**src/rtl/mul_recon.sv**
```systemverilog
// mul_recon: iterative shift-add reconstructor, result = divisor * quotient + remainder.
// One tuple in flight, valid/ready on both sides, QWIDTH step cycles per tuple.
// Optional macro MUL_RECON_EARLY_EXIT_EN: leave CALC as soon as no quotient bits remain.
module mul_recon #(
    parameter int unsigned QWIDTH = 6,
    parameter int unsigned DWIDTH = 3,
    parameter int unsigned XWIDTH = 8
) (
    input  logic                     clk,
    input  logic                     reset,
    input  logic                     in_valid,
    output logic                     in_ready,
    input  logic [QWIDTH-1:0]        quotient,
    input  logic [DWIDTH-1:0]        divisor,
    input  logic [DWIDTH-1:0]        remainder,
    output logic                     out_valid,
    input  logic                     out_ready,
    output logic [QWIDTH+DWIDTH-1:0] result,
    output logic                     ovf,
    output logic                     rem_err
);

    localparam int unsigned RWIDTH = QWIDTH + DWIDTH;
    localparam int unsigned CWIDTH = (QWIDTH > 1) ? $clog2(QWIDTH) : 1;
    localparam logic [CWIDTH-1:0] CntLast = CWIDTH'(QWIDTH - 1);

    typedef enum logic [1:0] {StIdle, StCalc, StDone} state_e;

    state_e              state_q, state_d;
    logic [RWIDTH-1:0]   acc_q, acc_d;
    logic [RWIDTH-1:0]   mcand_q, mcand_d;
    logic [QWIDTH-1:0]   q_sh_q, q_sh_d;
    logic [QWIDTH-1:0]   q_next;
    logic [CWIDTH-1:0]   cnt_q, cnt_d;
    logic                rem_err_q, rem_err_d;
    logic                last_step;

    assign q_next = q_sh_q >> 1;

`ifdef MUL_RECON_EARLY_EXIT_EN
    // No set bits left after this shift means no further additions can occur.
    assign last_step = (cnt_q == CntLast) || (q_next == '0);
`else
    assign last_step = (cnt_q == CntLast);
`endif

    // State and datapath registers; async active-low reset aborts any tuple in flight.
    always_ff @(posedge clk or negedge reset) begin
        if (!reset) begin
            state_q   <= StIdle;
            acc_q     <= '0;
            mcand_q   <= '0;
            q_sh_q    <= '0;
            cnt_q     <= '0;
            rem_err_q <= 1'b0;
        end else begin
            state_q   <= state_d;
            acc_q     <= acc_d;
            mcand_q   <= mcand_d;
            q_sh_q    <= q_sh_d;
            cnt_q     <= cnt_d;
            rem_err_q <= rem_err_d;
        end
    end

    // Next-state and datapath update: load on accept, one shift-add step per CALC cycle.
    always_comb begin
        state_d   = state_q;
        acc_d     = acc_q;
        mcand_d   = mcand_q;
        q_sh_d    = q_sh_q;
        cnt_d     = cnt_q;
        rem_err_d = rem_err_q;
        unique case (state_q)
            StIdle: begin
                if (in_valid) begin
                    acc_d     = RWIDTH'(remainder);
                    mcand_d   = RWIDTH'(divisor);
                    q_sh_d    = quotient;
                    cnt_d     = '0;
                    // A zero divisor always lands here since remainder >= 0.
                    rem_err_d = (remainder >= divisor);
                    state_d   = StCalc;
                end
            end
            StCalc: begin
                if (q_sh_q[0]) begin
                    acc_d = acc_q + mcand_q;
                end
                mcand_d = mcand_q << 1;
                q_sh_d  = q_next;
                cnt_d   = cnt_q + CWIDTH'(1);
                if (last_step) begin
                    state_d = StDone;
                end
            end
            StDone: begin
                if (out_ready) begin
                    state_d = StIdle;
                end
            end
            default: state_d = StIdle;
        endcase
    end

    assign in_ready  = (state_q == StIdle);
    assign out_valid = (state_q == StDone);
    // acc is only reloaded on accept, so result and flags persist after handoff.
    assign result    = acc_q;
    assign rem_err   = rem_err_q;

    if (XWIDTH < RWIDTH) begin : g_ovf
        assign ovf = |acc_q[RWIDTH-1:XWIDTH];
    end else begin : g_no_ovf
        assign ovf = 1'b0;
    end

endmodule

```
**config.mk**
```make
export PLATFORM = sky130hd
export DESIGN_NAME = mul_recon
export DESIGN_NICKNAME = d
export VERILOG_FILES = /design/src/rtl/mul_recon.sv
export SDC_FILE = /design/constraint.sdc
export NUM_CORES = 1
export LEC_CHECK = 0
export CAP_MARGIN = 20
export CELL_PAD_IN_SITES_DETAIL_PLACEMENT = 1
export CELL_PAD_IN_SITES_GLOBAL_PLACEMENT = 1
export CORE_MARGIN = 5
export CORE_UTILIZATION = 42
export CTS_CLUSTER_DIAMETER = 200
export DETAILED_ROUTE_END_ITERATION = 16
export PLACE_DENSITY = 0.95
export SYNTH_ARGS = -nofsm -noshare
export SYNTH_HDL_FRONTEND = slang
export SYNTH_SLANG_ARGS = --single-unit
export TNS_END_PERCENT = 50
```
**constraint.sdc**
```tcl
create_clock -name clk -period 3.4 [get_ports clk]
set_clock_uncertainty 0.15 [all_clocks]
set_input_delay 0.51 -clock clk [delete_from_list [all_inputs] [get_ports clk]]
set_output_delay 0.51 -clock clk [all_outputs]
set_load 0.05 [all_outputs]
```
# After elaboration in Yosys (flattened, before gate mapping)
# Index checks and enable logic that the tools add are counted.
# op_classes
magnitude_cmp	1
addsub	2
n_eq_ne	7
n_mux	13
n_reduce_logical	6
# op_table
cell	n
$pmux 9 s2	2
$mux 9	3
$pmux 6 s2	1
$add 9x9->9	1
$mux 2	3
$mux 6	1
$ne 2x2->1 const B	3
$pmux 2 s3	1
$pmux 3 s2	1
$reduce_and 3->1	2
$reduce_and 2->1	2
$add 3x1->3 const B	1
$eq 3x3->1 const B	1
$ge 3x3->1	1
$mux 3	1
$eq 2x1->1 const B	1
$eq 2x2->1 const B	1
$logic_not 2->1	1
$ne 2x1->1 const B	1
$reduce_bool 2->1	1
# totals
register_bits	30
input_bits	16
out_inout_bits	13
word_cells	35

# Longest topological paths before layout
# depth
word_depth	3
ltp_mapped	8
depth_no_buf	8

# Least setup slack after synthesis
# OpenSTA, ideal clock, no wires.
# synth_timing
path_kind	register to register
startpoint	register acc_q[0] (netlist: result[0])
endpoint	register acc_q[8] (netlist: result[8])
required_time_ps	3168
path_slack_ps	1036
n_path_buf	0
setup_ps	82
stages_incl_launch_ff	9
synth_period_minus_slack_ps	2364
arrival_ps	2132
cell_sequence	dfrtp_1 > ha_1 > inv_1 > fa_1 > nand2b_1 > a21oi_1 > o2111ai_1 > a31o_1 > a31oi_1
# synth_via
elab_chain_len	3
# synth_rtl
item	line	source
start: declaration	30	logic [RWIDTH-1:0] acc_q, acc_d;
start signal: assignment	51	acc_q <= '0;
start signal: assignment	58	acc_q <= acc_d;
$add 9x9->9	88	acc_d = acc_q + mcand_q;
$mux 9	87	if (q_sh_q[0]) begin
$pmux 9 s2	74	unique case (state_q)
# Every way passes these cells. The select of a mux whose other input is x is not followed.
# A chain may end at the register's enable or synchronous reset.

# Worst setup path in the final report
# layout_timing
startpoint	register state_q[1]
endpoint	output out_valid
# layout_via
elab_chain_len	1
# layout_rtl
item	line	source
start: declaration	29	state_e state_q, state_d;
start signal: assignment	50	state_q <= StIdle;
start signal: assignment	57	state_q <= state_d;
$eq 2x2->1	107	assign out_valid = (state_q == StDone);
end: declaration	16	output logic out_valid,
# Every way passes these cells.

==> impl_results.md <==
- Cell with the biggest individual delay on the critical path: sky130_fd_sc_hd__clkdlybuf4s50_1
- Reg-to-reg endpoint: result[8]$_DFFE_PN0P_
- Max-cap violations: 0
- Setup repair after global routing missed its margin: no
- Path type of the worst setup path: flip-flop to output pin
- Number of synthesized flops with an enable pin: 0
- Number of setup buffers added after CTS: 0
- Post-synth ARST share: 100.0%
- Slew @ Worst Pin: slightly above 0.9 ns
- Area added between synthesis and finish: 27.57%
- GP Congestion: 0.8223
- R2r worst-path depth: 8
- Count of standard-cell rows: 23
- Post-synth top area share: 44.94%
- Maximum VDD drop: 428.3 uV
- Worst slew margin relative to its limit: roughly two fifths
- Largest net degree at the start of global routing: 31
- Cell types occupying the most area after synthesis: sky130_fd_sc_hd__dfrtp_1, sky130_fd_sc_hd__ha_1, sky130_fd_sc_hd__nand2_1, sky130_fd_sc_hd__o21ai_0, sky130_fd_sc_hd__nor2_1
- Inserted Clock Buffers: 5
- ANT cells: 0
- CTS Buffer Depth: 2
- Antenna violations before repair: 0
- Register area share after synthesis: 44.94%
- Fraction of layout instances using a drive strength above 1: 5.505%
- Reg2Reg Launch Point: result[0]$_DFFE_PN0P_
- Fraction of power spent switching nets: 45.97%
- Net Sw Power: 1.121 mW
- Reg-to-reg slack, setup: 1.02 ns
- Result of the run: finished clean
- Start point of the critical path: state_q[1]$_DFFE_PN0P_
- Wire length of the first global-routing pass: 7.307 mm
- Internal Pwr Total: between 1 and 1.5 mW
- Number of max-slew violations in the final report: 0
- Detailed Route WL: between 4 and 5 mm
- Worst path max stage delay: 0.82 ns
- Number of register bits inferred by synthesis: 30
- Total I/O pin count: 29
- CP endpoint: out_valid
- Vias in the first global route: ~1,600
- Warnings, synthesis: 0
- Clock transition at the register clock pins on the worst setup and hold paths after CTS: 0.07 ns
- Cell with the most instances after synthesis: sky130_fd_sc_hd__nand2_1
- Count of cells resized by post-cts repair: 0
- Pre-Repair DR Iteration Count: 4
- Starting density of the core: 42.68%
- Biggest area consumer among synthesized cells: sky130_fd_sc_hd__dfrtp_1
- DRT antenna net count: 0
- Number of buffers inserted by hold repair at cts: 0
- Most used DFF post-synth: sky130_fd_sc_hd__dfrtp_1
- TritonCTS clock tree: built
- Aggregate global routing overflow: 0
- Clock tree root buffer cell: sky130_fd_sc_hd__clkbuf_8
- Cell-by-cell trace of the critical path: nor2b_1, clkdlybuf4s50_1
- Layout Cell Area excl Fill: 0.002131 mm2
- Post-DP HPWL: around 3.2 mm
- Overall track demand over capacity in global routing: between 10% and 20%
- Sort of element at the end of the critical path: output pin
- CP max FO: 5
- Cell types with the highest counts after synthesis: sky130_fd_sc_hd__nand2_1, sky130_fd_sc_hd__dfrtp_1, sky130_fd_sc_hd__nor2_1
- Power per Cell Area: 1144 mW/mm2
- Synthesized netlist net count: 219
- Port Buffers: 28
- Post-synthesis instance area: around 0.0017 mm2
- Post-route clock period utilization: 70.21%
- Synth Area per Inst: about 9 um2
- Worst Path Required: between 2 and 3 ns
- Num Clock Sinks: 30
- CTS H-tree lvls: 2
- Height of the die: about 73 um
- Total DRC errors in the routed layout: 0
- Class of the worst hold path: flip-flop to flip-flop
- Number of hold-slack violations in the final timing report: 0
- Final critical-path required period: 2.387 ns
- Number of vias in the routed layout: approximately 1,500
- Die Area: ~0.0053 mm2
- Sequential cell fraction of total power: 27.5%
- Fill cell total of the finished layout: 464
- Cell Area, Placed: slightly below 0.002 mm2
- Fmax: about 420 MHz
- Routed WL per cell: 16.48 um
- Launching element type of the critical path: flip-flop
- Mapped Cells: 189
- Number of nets in the final layout: 247
- Total leakage power: 1.009 nW
- Overall die width: 73.07 um
- Via count normalized by instance count: 5.604
- Comb power frac: 53.6%
- Later-pin clock latency in the skew report: about 0.29 ns
- Setup TNS: 0 ns
- Drt first-iter violations: 56
- Area inside the core boundary: 0.003914 mm2
- Post-synthesis cell type count: 32
- Crit path arrival time: 1.73 ns
- Share of total power in the clock network: 19.0%
- # setup viols final: 0
==> cells in the final DEF, fill, tap and decap left out <==
master	netlist	routed
sky130_fd_sc_hd__a221o_1	1	1
sky130_fd_sc_hd__a41oi_1	1	1
sky130_fd_sc_hd__nor2_1	16	16
sky130_fd_sc_hd__ha_1	13	13
sky130_fd_sc_hd__a31oi_1	7	7
sky130_fd_sc_hd__nand2_1	43	43
sky130_fd_sc_hd__o2bb2ai_1	1	1
sky130_fd_sc_hd__o211ai_1	1	1
sky130_fd_sc_hd__and2_1	2	2
sky130_fd_sc_hd__a211oi_1	2	2
sky130_fd_sc_hd__o22ai_1	1	1
sky130_fd_sc_hd__o21bai_1	1	1
sky130_fd_sc_hd__a21o_1	4	4
sky130_fd_sc_hd__o2111ai_1	1	1
sky130_fd_sc_hd__nand2b_1	4	4
sky130_fd_sc_hd__fa_1	1	1
sky130_fd_sc_hd__inv_1	8	8
sky130_fd_sc_hd__clkdlybuf4s50_1	0	28
sky130_fd_sc_hd__buf_4	1	2
sky130_fd_sc_hd__bufinv_16	0	2
sky130_fd_sc_hd__nand3_1	10	10
sky130_fd_sc_hd__or3b_2	1	1
sky130_fd_sc_hd__a21oi_1	5	5
sky130_fd_sc_hd__dfrtp_1	30	30
sky130_fd_sc_hd__xor2_1	5	5
sky130_fd_sc_hd__clkbuf_8	0	6
sky130_fd_sc_hd__nor2b_1	2	2
sky130_fd_sc_hd__or4_4	1	1
sky130_fd_sc_hd__o21ai_0	14	14
sky130_fd_sc_hd__a221oi_1	2	2
sky130_fd_sc_hd__and3_1	1	1
sky130_fd_sc_hd__a31o_1	1	1
sky130_fd_sc_hd__a22oi_1	1	1
==> stage by stage <==
stage	instances	setup slack (ns)	util (%)	hold WS (ns)	power, mW
after global placement	260	1.087	50.80	0.3329	1.881
after CTS	268	0.9988	54.44	0.3664	2.461
after detailed placement	260	0.8755	50.80	0.3401	1.977
after global routing	268	0.8916	54.44	0.3764	2.622
after floorplan	189	1.036	-	0.06441	1.580
final	268	1.013	54.44	0.3603	2.437
==> worst min-delay path by stage <==
stage                     startpoint                     to  slack (ns)  depth (start not counted)
2_1_floorplan                  reset   cnt_q[0]$_DFFE_PN0P_        0.06                          0
3_3_place_gp    cnt_q[2]$_DFFE_PN0P_   cnt_q[2]$_DFFE_PN0P_        0.33                          1
3_5_place_dp     rem_err$_DFFE_PN0P_    rem_err$_DFFE_PN0P_        0.34                          2
4_1_cts        q_sh_q[5]$_DFFE_PN0P_  q_sh_q[5]$_DFFE_PN0P_        0.37                          2
5_1_grt        q_sh_q[5]$_DFFE_PN0P_  q_sh_q[5]$_DFFE_PN0P_        0.38                          2
6_report       q_sh_q[5]$_DFFE_PN0P_  q_sh_q[5]$_DFFE_PN0P_        0.36                          2
==> cell families after synthesis <==
family                   share of synthesized area [%]
AO/OA/AOI/OAI                                    16.48
XOR/XNOR                                         2.622
adder cells (fa/ha/maj)                          10.94
buffers and inverters                            4.195
flip-flops                                       44.94
AND/OR/NAND/NOR                                  20.82
==> flip-flops by register name (all words and copies together), names as in the netlist <==
| register | flops |
|---|---|
| mcand_q | 9 |
| result | 9 |
| q_sh_q | 6 |
| cnt_q | 3 |
| state_q | 2 |
| rem_err | 1 |
==> layout make-up <==
cell class / instances / area [um2] / share of cell area, %
clock buffers: 6 / 82.58 / 3.876
repair buffers: 30 / 295.3 / 13.86
multi-input cells: 142 / 849.6 / 39.87
clock inverters: 2 / 60.06 / 2.819
flip-flops and latches: 30 / 750.7 / 35.23
inverters: 8 / 30.03 / 1.409
well taps: 50 / 62.56 / 2.936
==> metal layers <==
layer,vias up,track usage [%],part of all wire [%]
li1,707,-,-
met1,747,18.60,39
met2,35,33.66,53
met3,13,4.959,4.5
met4,0,9.631,2.9
met5,-,0,0
==> worst max-delay path, delay by kind of cell (launching register included) <==
family	cells	cell delay, ns
buffers and inverters	1	0.82
DFF	1	0.41
and+or+nand+nor	1	0.20
==> power groups by stage <==
stage | Clock, mW | Combinational [mW] | Sequential [mW]
6_report | 0.462 | 1.31 | 0.670
5_1_grt | 0.486 | 1.44 | 0.692
4_1_cts | 0.468 | 1.32 | 0.668
3_5_place_dp | 0 | 1.30 | 0.673
3_3_place_gp | 0 | 1.22 | 0.658
2_1_floorplan | 0 | 0.761 | 0.819
Power figures use the tool's default switching activity.
